===== src/rtl/and2_arb_pkg.sv =====
// Shared types and constants for the round-robin and2 arbiter slice.
// Default parameter values live here so the top and the bench agree on them.
package and2_arb_pkg;

    typedef enum logic [1:0] {
        IDLE,
        WAIT,
        RESP
    } arb_state_e;

    localparam int DEF_NUM_REQ  = 4;
    localparam int DEF_DATA_W   = 1;
    localparam int DEF_UNIT_LAT = 1;

    // Index width for n items; never narrower than one bit.
    function automatic int id_width(input int n);
        return (n > 2) ? $clog2(n) : 1;
    endfunction

endpackage


===== src/rtl/and2_rr_pick.sv =====
// Combinational round-robin picker: first set req bit at or after ptr,
// wrapping explicitly at NUM_REQ so non-power-of-two sizes stay in range.
module and2_rr_pick
    import and2_arb_pkg::*;
#(
    parameter int NUM_REQ = DEF_NUM_REQ,
    parameter int ID_W    = id_width(NUM_REQ)
) (
    input  logic [NUM_REQ-1:0] req,
    input  logic [ID_W-1:0]    ptr,
    output logic [ID_W-1:0]    winner,
    output logic               any
);

    function automatic logic [ID_W-1:0] wrap_idx(input logic [ID_W-1:0] base,
                                                 input int unsigned    off);
        int unsigned sum;
        sum = 32'(base) + off;
        if (sum >= NUM_REQ) begin
            sum = sum - NUM_REQ;
        end
        return sum[ID_W-1:0];
    endfunction

    // Scan from the farthest offset back to ptr so the closest requester wins.
    always_comb begin
        winner = '0;
        any    = 1'b0;
        for (int k = NUM_REQ - 1; k >= 0; k--) begin
            if (req[wrap_idx(ptr, k)]) begin
                winner = wrap_idx(ptr, k);
                any    = 1'b1;
            end
        end
    end

endmodule


===== src/rtl/and2_arbiter.sv =====
// Round-robin controller sharing one registered and2 unit between NUM_REQ
// requesters; results return on one valid/ready channel tagged with the id.
module and2_arbiter
    import and2_arb_pkg::*;
#(
    parameter int NUM_REQ  = DEF_NUM_REQ,
    parameter int DATA_W   = DEF_DATA_W,
    parameter int UNIT_LAT = DEF_UNIT_LAT
) (
    input  logic                         clk,
    input  logic                         rst,
    input  logic [NUM_REQ-1:0]           req_valid,
    output logic [NUM_REQ-1:0]           req_ready,
    input  logic [NUM_REQ*DATA_W-1:0]    req_a,
    input  logic [NUM_REQ*DATA_W-1:0]    req_b,
    output logic                         rsp_valid,
    input  logic                         rsp_ready,
    output logic [id_width(NUM_REQ)-1:0] rsp_id,
    output logic [DATA_W-1:0]            rsp_y,
    output logic [DATA_W-1:0]            unit_a,
    output logic [DATA_W-1:0]            unit_b,
    input  logic [DATA_W-1:0]            unit_y
);

    localparam int ID_W  = id_width(NUM_REQ);
    localparam int CNT_W = id_width(UNIT_LAT + 1);

    arb_state_e        state;
    logic [ID_W-1:0]   ptr;
    logic [ID_W-1:0]   cur_id;
    logic [CNT_W-1:0]  cnt;
    logic [ID_W-1:0]   winner;
    logic              any_req;
    logic              grant;
    logic [DATA_W-1:0] sel_a;
    logic [DATA_W-1:0] sel_b;

    and2_rr_pick #(
        .NUM_REQ (NUM_REQ),
        .ID_W    (ID_W)
    ) u_pick (
        .req    (req_valid),
        .ptr    (ptr),
        .winner (winner),
        .any    (any_req)
    );

    // Ready is only offered from IDLE and is masked while reset is held.
    assign grant = !rst && (state == IDLE) && any_req;

    // NOTE: every signal driven here gets a default first, so no latch is inferred.
    always_comb begin
        req_ready = '0;
        sel_a     = '0;
        sel_b     = '0;
        if (grant) begin
            req_ready[winner] = 1'b1;
        end
        for (int i = 0; i < NUM_REQ; i++) begin
            if (winner == ID_W'(i)) begin
                sel_a = req_a[i*DATA_W +: DATA_W];
                sel_b = req_b[i*DATA_W +: DATA_W];
            end
        end
    end

    // NOTE: non-blocking assignments so every register samples pre-edge values.
    always_ff @(posedge clk) begin
        if (rst) begin
            state     <= IDLE;
            ptr       <= '0;
            cur_id    <= '0;
            cnt       <= '0;
            rsp_valid <= 1'b0;
            rsp_y     <= '0;
            rsp_id    <= '0;
            unit_a    <= '0;
            unit_b    <= '0;
        end else begin
            case (state)
                IDLE: begin
                    if (grant) begin
                        cur_id <= winner;
                        unit_a <= sel_a;
                        unit_b <= sel_b;
                        cnt    <= CNT_W'(UNIT_LAT);
                        state  <= WAIT;
                    end
                end
                WAIT: begin
                    if (cnt == '0) begin
                        rsp_y     <= unit_y;
                        rsp_id    <= cur_id;
                        rsp_valid <= 1'b1;
                        state     <= RESP;
                    end else begin
                        cnt <= cnt - 1'b1;
                    end
                end
                RESP: begin
                    if (rsp_ready) begin
                        rsp_valid <= 1'b0;
                        ptr       <= (cur_id == ID_W'(NUM_REQ - 1)) ? '0 : cur_id + 1'b1;
                        state     <= IDLE;
                    end
                end
                default: state <= IDLE;
            endcase
        end
    end

endmodule


===== config.mk =====
export PLATFORM = sky130hd
export DESIGN_NAME = and2_arbiter
export DESIGN_NICKNAME = d
export VERILOG_FILES = /design/src/rtl/and2_arb_pkg.sv /design/src/rtl/and2_rr_pick.sv /design/src/rtl/and2_arbiter.sv
export SDC_FILE = /design/constraint.sdc
export NUM_CORES = 1
export LEC_CHECK = 0
export CAP_MARGIN = 20
export CELL_PAD_IN_SITES_DETAIL_PLACEMENT = 1
export CELL_PAD_IN_SITES_GLOBAL_PLACEMENT = 1
export CORE_ASPECT_RATIO = 1.1
export CORE_MARGIN = 3
export CORE_UTILIZATION = 30
export DETAILED_ROUTE_END_ITERATION = 6
export PLACE_DENSITY_LB_ADDON = 0.1
export SETUP_SLACK_MARGIN = 0.3
export SLEW_MARGIN = 15
export SYNTH_ARGS = -nofsm -noshare
export SYNTH_HDL_FRONTEND = slang
export SYNTH_SLANG_ARGS = --single-unit

===== constraint.sdc =====
create_clock -name clk -period 1.65 [get_ports clk]
set_input_delay 0.33 -clock clk [delete_from_list [all_inputs] [get_ports clk]]
set_output_delay 0.33 -clock clk [all_outputs]
set_load 0.01 [all_outputs]

Yosys cells after proc, flatten, opt, wreduce, memory -nomap -nowiden
Index checks and enable logic that the tools add are counted.
{ "word_totals": {"elab_cells": 94, "output_inout_bits": 10, "ramBits": 0, "memories": 0, "latch_bits": 0, "regBits": 13, "rom_bits": 0} }
{ "op_classes": {"n_lt_le_gt_ge": 10, "n_eq_ne": 9, "reduce_logical": 14, "mul": 0, "bitwise": 1, "n_addsub": 9, "div": 0, "shift": 0, "mux": 42} }
{ "op_table": {"columns": ["operator", "count"], "rows": [
  ["2-to-1 mux 2 bit", 12],
  ["2-to-1 mux 1 bit", 21],
  ["less-than comparator 2 x 3 -> 1 bit (second input constant)", 5],
  ["greater-or-equal comparator 3 bit (second input constant)", 3],
  ["binary-select mux 1 bit (select 2 bit)", 4],
  ["equality test 2 bit (second input constant)", 4],
  ["AND reduction 2 bit", 4],
  ["subtractor 2 x 1 -> 2 bit (second input constant)", 4],
  ["adder 2 x 2 -> 3 bit (second input constant)", 2],
  ["inequality test 2 bit (second input constant)", 3],
  ["one-hot mux 2 bit (3 select lines)", 1],
  ["AND reduction 3 bit", 2],
  ["equality test 2 x 1 -> 1 bit (second input constant)", 2],
  ["zero test 2 bit", 2],
  ["2-to-1 mux 4 bit", 1],
  ["one-hot mux 1 bit (2 select lines)", 2],
  ["nonzero test 2 bit", 2],
  ["adder 2 x 1 -> 3 bit (second input constant)", 1],
  ["greater-or-equal comparator 2 x 3 -> 1 bit (second input constant)", 1],
  ["logical AND 1 bit", 3],
  ["adder 2 x 1 -> 2 bit (second input constant)", 1],
  ["demux 1 bit (select 2 bit)", 1],
  ["greater-or-equal comparator 2 x 1 -> 1 bit (second input constant)", 1],
  ["zero test 1 bit", 1],
  ["other kinds (2)", 2]
]} }

Depth between registers and ports, before layout
{ "depth": {"depth_word": 14, "ltp_mapped": 6, "ltp_nobuf": 5} }

Modules after synthesis
A second synthesis with hierarchy kept.
{ "hier_totals": {"hier_cells": 75, "area_unflattened_um2": 733.2} }
{ "modules_own_cells": {"columns": ["module", "area_per_inst_um2", "cells_per_inst", "n_inst"], "rows": [
  ["and2_arbiter", 655.6, 62, 1],
  ["and2_rr_pick", 77.6, 13, 1]
]} }

Worst setup path before layout
No wires, ideal clock.
{ "synth_timing": {"kind": "in2out", "startpoint": "input req_valid[2]", "endpoint": "output req_ready[1]", "required_time_ps": 1320, "path_stages": 5, "arrival_time_ps": 1454, "path_buffers": 1, "slack_ps": -134, "path_cell_list": "nor2b_2 a21o_1 a211o_1 buf_6 nor4_1"} }
{ "synth_between": {"elab_chain_len": 11} }
{ "synth_lines": {"columns": ["item", "line_no", "source"], "rows": [
  ["from (decl)", "and2_arbiter.sv:12", "input logic [NUM_REQ-1:0] req_valid,"],
  ["binary-select mux 1 bit (select 2 bit)", "and2_rr_pick.sv:30", "if (req[wrap_idx(ptr, k)]) begin"],
  ["2-to-1 mux 1 bit (implied by the code)", "and2_rr_pick.sv:30", null],
  ["2-to-1 mux 2 bit (4 in a row)", "and2_rr_pick.sv:30", null],
  ["less-than comparator 2 x 3 -> 1 bit (implied by the code) / greater-or-equal comparator 2 x 1 -> 1 bit (equally long branches)", "and2_arbiter.sv:57", "req_ready[winner] = 1'b1;"],
  ["logical AND 1 bit (implied by the code)", "and2_arbiter.sv:57", null],
  ["2-to-1 mux 1 bit (implied by the code)", "and2_arbiter.sv:57", null],
  ["demux 1 bit (select 2 bit)", "and2_arbiter.sv:57", null],
  ["2-to-1 mux 4 bit (*)", "and2_arbiter.sv:56", "if (grant) begin"],
  ["to (decl)", "and2_arbiter.sv:13", "output logic [NUM_REQ-1:0] req_ready,"]
]} }
Every way passes the cells marked *; elsewhere a longest branch is shown, timed or not. The select of a mux whose other input is x is not followed.

Worst setup path after layout
{ "layout_timing": {"startpoint": "input req_valid[1]", "endpoint": "output req_ready[1]"} }
Same word-level chain as after synthesis.

==> flow_results.xml <==
<?xml version="1.0" encoding="UTF-8"?>
<metrics>
  <group name="cts">
    <metric name="cts_sinks" unit="">13</metric>
    <metric name="cts_hold_fix_bufs" unit="">0</metric>
    <metric name="htreeDepth" unit="">1</metric>
    <metric name="cts_inserted_buffers" unit="">3</metric>
    <metric name="clkTransAtPathRegs" unit="ns">0.08</metric>
    <metric name="worstSkewPairLatency" unit="ns">0.28</metric>
    <metric name="cts_tree" unit="">done</metric>
    <metric name="cts.path.max_buffers" unit="">2</metric>
    <metric name="cts.root.buffer_cell" unit="">sky130_fd_sc_hd__clkbuf_4</metric>
  </group>
  <group name="critical_path">
    <metric name="setup_slack_reg_to_reg" unit="ns">-0.04</metric>
    <metric name="critical_path_launch_point" unit="">req_valid[1]</metric>
    <metric name="r2r-end" unit="">unit_b</metric>
    <metric name="timing.setup.critical_path_class" unit="">in2out</metric>
    <metric name="worst-endpoint-arrival" unit="ns">1.64</metric>
    <metric name="cp.required" unit="ns">1.32</metric>
    <metric name="crit_path_start_kind" unit="">input pin</metric>
    <metric name="path_max_fanout" unit="">4</metric>
    <metric name="timing.reg2reg.worst_path_depth" unit="">6</metric>
    <metric name="worst_setup_path_end_kind" unit="">output pin</metric>
    <metric name="critical_path_destination" unit="">req_ready[1]</metric>
    <metric name="reg2reg_from" unit="">ptr[0]</metric>
  </group>
  <group name="synthesis">
    <metric name="ys.flop_type" unit="">sky130_fd_sc_hd__dfxtp_1</metric>
    <metric name="yosys_synthesis_warning_count" unit="">0</metric>
    <metric name="avgSynthCellArea" unit="sq um">8.73</metric>
    <metric name="synth-seq-area-share" unit="%">37.7</metric>
    <metric name="post_synth_num_cell_types" unit="">29</metric>
    <metric name="synthCells" unit="">79</metric>
    <metric name="number_of_storage_elements_in_the_synthesis_netlist" unit="">13</metric>
    <metric name="synth.net_count" unit="">96</metric>
    <metric name="synth-edff-count" unit="">0</metric>
    <metric name="netlist_area" unit="sq um">689</metric>
    <metric name="synthArstFlopShare" unit="%">0</metric>
  </group>
  <group name="placed_design">
    <metric name="gp_routability_congestion" unit="">0.699</metric>
    <metric name="detailedPlacementHpwl" unit="um">1590</metric>
    <metric name="io_buffer_count" unit="">25</metric>
    <metric name="post_dp_cell_area" unit="sq um">1170</metric>
  </group>
  <group name="layout">
    <metric name="final_common_cell" unit="">sky130_fd_sc_hd__buf_4</metric>
    <metric name="nets" unit="">138</metric>
    <metric name="utilization" unit="%">59.1</metric>
    <metric name="area_delta_synth_final" unit="%">78.6</metric>
    <metric name="drive_gt1_share" unit="%">39.2</metric>
    <metric name="commonest_cells_after_routing_fill_and_taps_aside" unit="">sky130_fd_sc_hd__buf_4, sky130_fd_sc_hd__nor2_1, sky130_fd_sc_hd__dfxtp_1, sky130_fd_sc_hd__clkdlybuf4s50_1, sky130_fd_sc_hd__mux2i_1</metric>
    <metric name="n_antenna_cell" unit="">0</metric>
    <metric name="filler_cell_count" unit="">245</metric>
    <metric name="final_area" unit="sq um">1230</metric>
  </group>
  <group name="drt">
    <metric name="detail_route.wirelength" unit="um">2160</metric>
    <metric name="ant_nets" unit="">0</metric>
    <metric name="drc" unit="">0</metric>
    <metric name="detailedRoute.firstPassIterationCount" unit="">4</metric>
    <metric name="drt-wirelength-per-cell" unit="um">14.6</metric>
    <metric name="initialDrtViolationCount" unit="">5</metric>
    <metric name="route.detailed.vias_per_inst" unit="">5.00</metric>
    <metric name="via_count" unit="">740</metric>
  </group>
  <group name="global_routing">
    <metric name="global_route_wire_length_before_repair" unit="um">3690</metric>
    <metric name="vias_in_the_first_global_route" unit="">790</metric>
    <metric name="gr_overflow_total" unit="">0</metric>
    <metric name="antenna_violations_before_repair" unit="">0</metric>
    <metric name="pin_count_of_the_biggest_net_entering_global_routing" unit="">12</metric>
    <metric name="track_usage" unit="%">16.4</metric>
  </group>
  <group name="power_and_ir_drop">
    <metric name="power.leakage" unit="nW">0.545</metric>
    <metric name="vdd_ir_drop_max" unit="V">0.000487</metric>
    <metric name="powerDensity" unit="nW/um^2">722</metric>
  </group>
  <group name="die">
    <metric name="die_area" unit="sq um">2910</metric>
    <metric name="core_region_area" unit="sq um">2080</metric>
    <metric name="die-width" unit="um">51.7</metric>
    <metric name="num_io_pins" unit="">26</metric>
    <metric name="initial_utilization" unit="%">33.1</metric>
    <metric name="die-height" unit="um">56.3</metric>
    <metric name="rows" unit="">17</metric>
  </group>
  <group name="run">
    <metric name="max-cap-violations" unit="">0</metric>
  </group>
  <group name="sta">
    <metric name="fin_skew" unit="ns">0.00363</metric>
    <metric name="unrepaired_setup_endpoints_after_global_routing" unit="">yes</metric>
    <metric name="slew_violations" unit="">0</metric>
    <metric name="maxClockFrequency" unit="MHz">507</metric>
    <metric name="timing.final.crit_share" unit="%">119</metric>
    <metric name="maxSlewHeadroom" unit="%">75.2</metric>
    <metric name="timing.final.ws_setup" unit="ns">-0.321</metric>
    <metric name="layout_min_cycle_time" unit="ns">1.97</metric>
    <metric name="finalHoldWorstSlack" unit="ns">0.475</metric>
    <metric name="tightest_slew" unit="ns">0.372</metric>
    <metric name="hold_violations" unit="">0</metric>
    <metric name="finalSetupViolCount" unit="">6</metric>
  </group>
  <group name="min_path">
    <metric name="hold_path_class" unit="">reg2reg</metric>
    <metric name="hold_start" unit="">rsp_valid</metric>
    <metric name="hold_depth" unit="">2</metric>
  </group>
  <group name="outcome">
    <metric name="status" unit="">finished, violations left</metric>
    <metric name="violations" unit="">setup timing</metric>
  </group>
</metrics>
-- critical path, stage by stage --
cell                              delay, ns
sky130_fd_sc_hd__clkdlybuf4s15_1       0.27
sky130_fd_sc_hd__nand2b_4              0.18
sky130_fd_sc_hd__a21oi_2               0.05
sky130_fd_sc_hd__o32a_1                0.38
sky130_fd_sc_hd__nor4_4                0.26
sky130_fd_sc_hd__buf_2                 0.16
-- how the worst min path moves through the flow --
stage	end
final	rsp_valid
after global routing	rsp_valid
after CTS	rsp_valid
after detailed placement	rsp_valid
after global placement	rsp_valid
after floorplan	ptr[0]
-- through the flow --
step | setup TNS, ns | worst slack [ns] | std cells | total power [W]
after floorplan | 0 | 0.120 | 79 | 0.000533
after global placement | -6.22 | -1.02 | 143 | 0.000673
after detailed placement | -6.60 | -1.06 | 143 | 0.000681
after CTS | -1.43 | -0.347 | 148 | 0.000891
after global routing | -1.75 | -0.421 | 148 | 0.000947
final | -1.25 | -0.321 | 148 | 0.000889
-- cell families after synthesis --
family / synth area share (%)
mux: 13.1
compound gates: 13.1
simple gates: 29.8
fa+ha+maj: 1.81
buf+inv: 4.54
flops: 37.7
-- Yosys cell counts, types with 3 or more instances --
| cell | count | area [sq um] |
|---|---|---|
| sky130_fd_sc_hd__a21oi_1 | 5 | 25.0 |
| sky130_fd_sc_hd__nor2_1 | 14 | 52.6 |
| sky130_fd_sc_hd__mux2i_1 | 9 | 90.1 |
| sky130_fd_sc_hd__dfxtp_1 | 13 | 260 |
| sky130_fd_sc_hd__nor3_1 | 3 | 15.0 |
| sky130_fd_sc_hd__nand2_1 | 3 | 11.3 |
| sky130_fd_sc_hd__or3_1 | 3 | 18.8 |
| sky130_fd_sc_hd__nor4_1 | 3 | 18.8 |
-- sequential cells by signal, indices dropped and copies added (netlist names) --
| register | flops |
|---|---|
| cur_id | 2 |
| ptr | 2 |
| rsp_id | 2 |
| state | 2 |
| cnt | 1 |
| rsp_valid | 1 |
| rsp_y | 1 |
| unit_a | 1 |
| unit_b | 1 |
-- where the power goes --
part / total, W / internal, W / switching [W]
Clock: 0.000199 / 0.0000937 / 0.000106
Sequential: 0.000363 / 0.000342 / 0.0000206
Combinational: 0.000327 / 0.000179 / 0.000148
-- layout make-up --
type | count | area [sq um] | area share, %
Clock buffer | 4 | 26.3 | 2.13
Timing Repair Buffer | 41 | 347 | 28.2
Sequential cell | 13 | 263 | 21.3
Inverter | 1 | 3.75 | 0.305
Tap cell | 28 | 35.0 | 2.85
Multi-Input combinational cell | 61 | 557 | 45.2
-- timing repair --
action                     4_1_cts  5_1_grt
gates resized for setup         38        9
setup endpoints to repair       19       12
pin swaps                        3        3
setup buffers                    1        0
cloned                           0        0
-- routing by layer --
metal,vias up,GRT usage [%],part of all wire (%)
li1,371,-,-
met2,20,28.9,51
met1,347,18.6,43
met5,-,0,0
met4,0,6.74,0.55
met3,2,3.71,5.0
(Power assumes the default switching activity.)
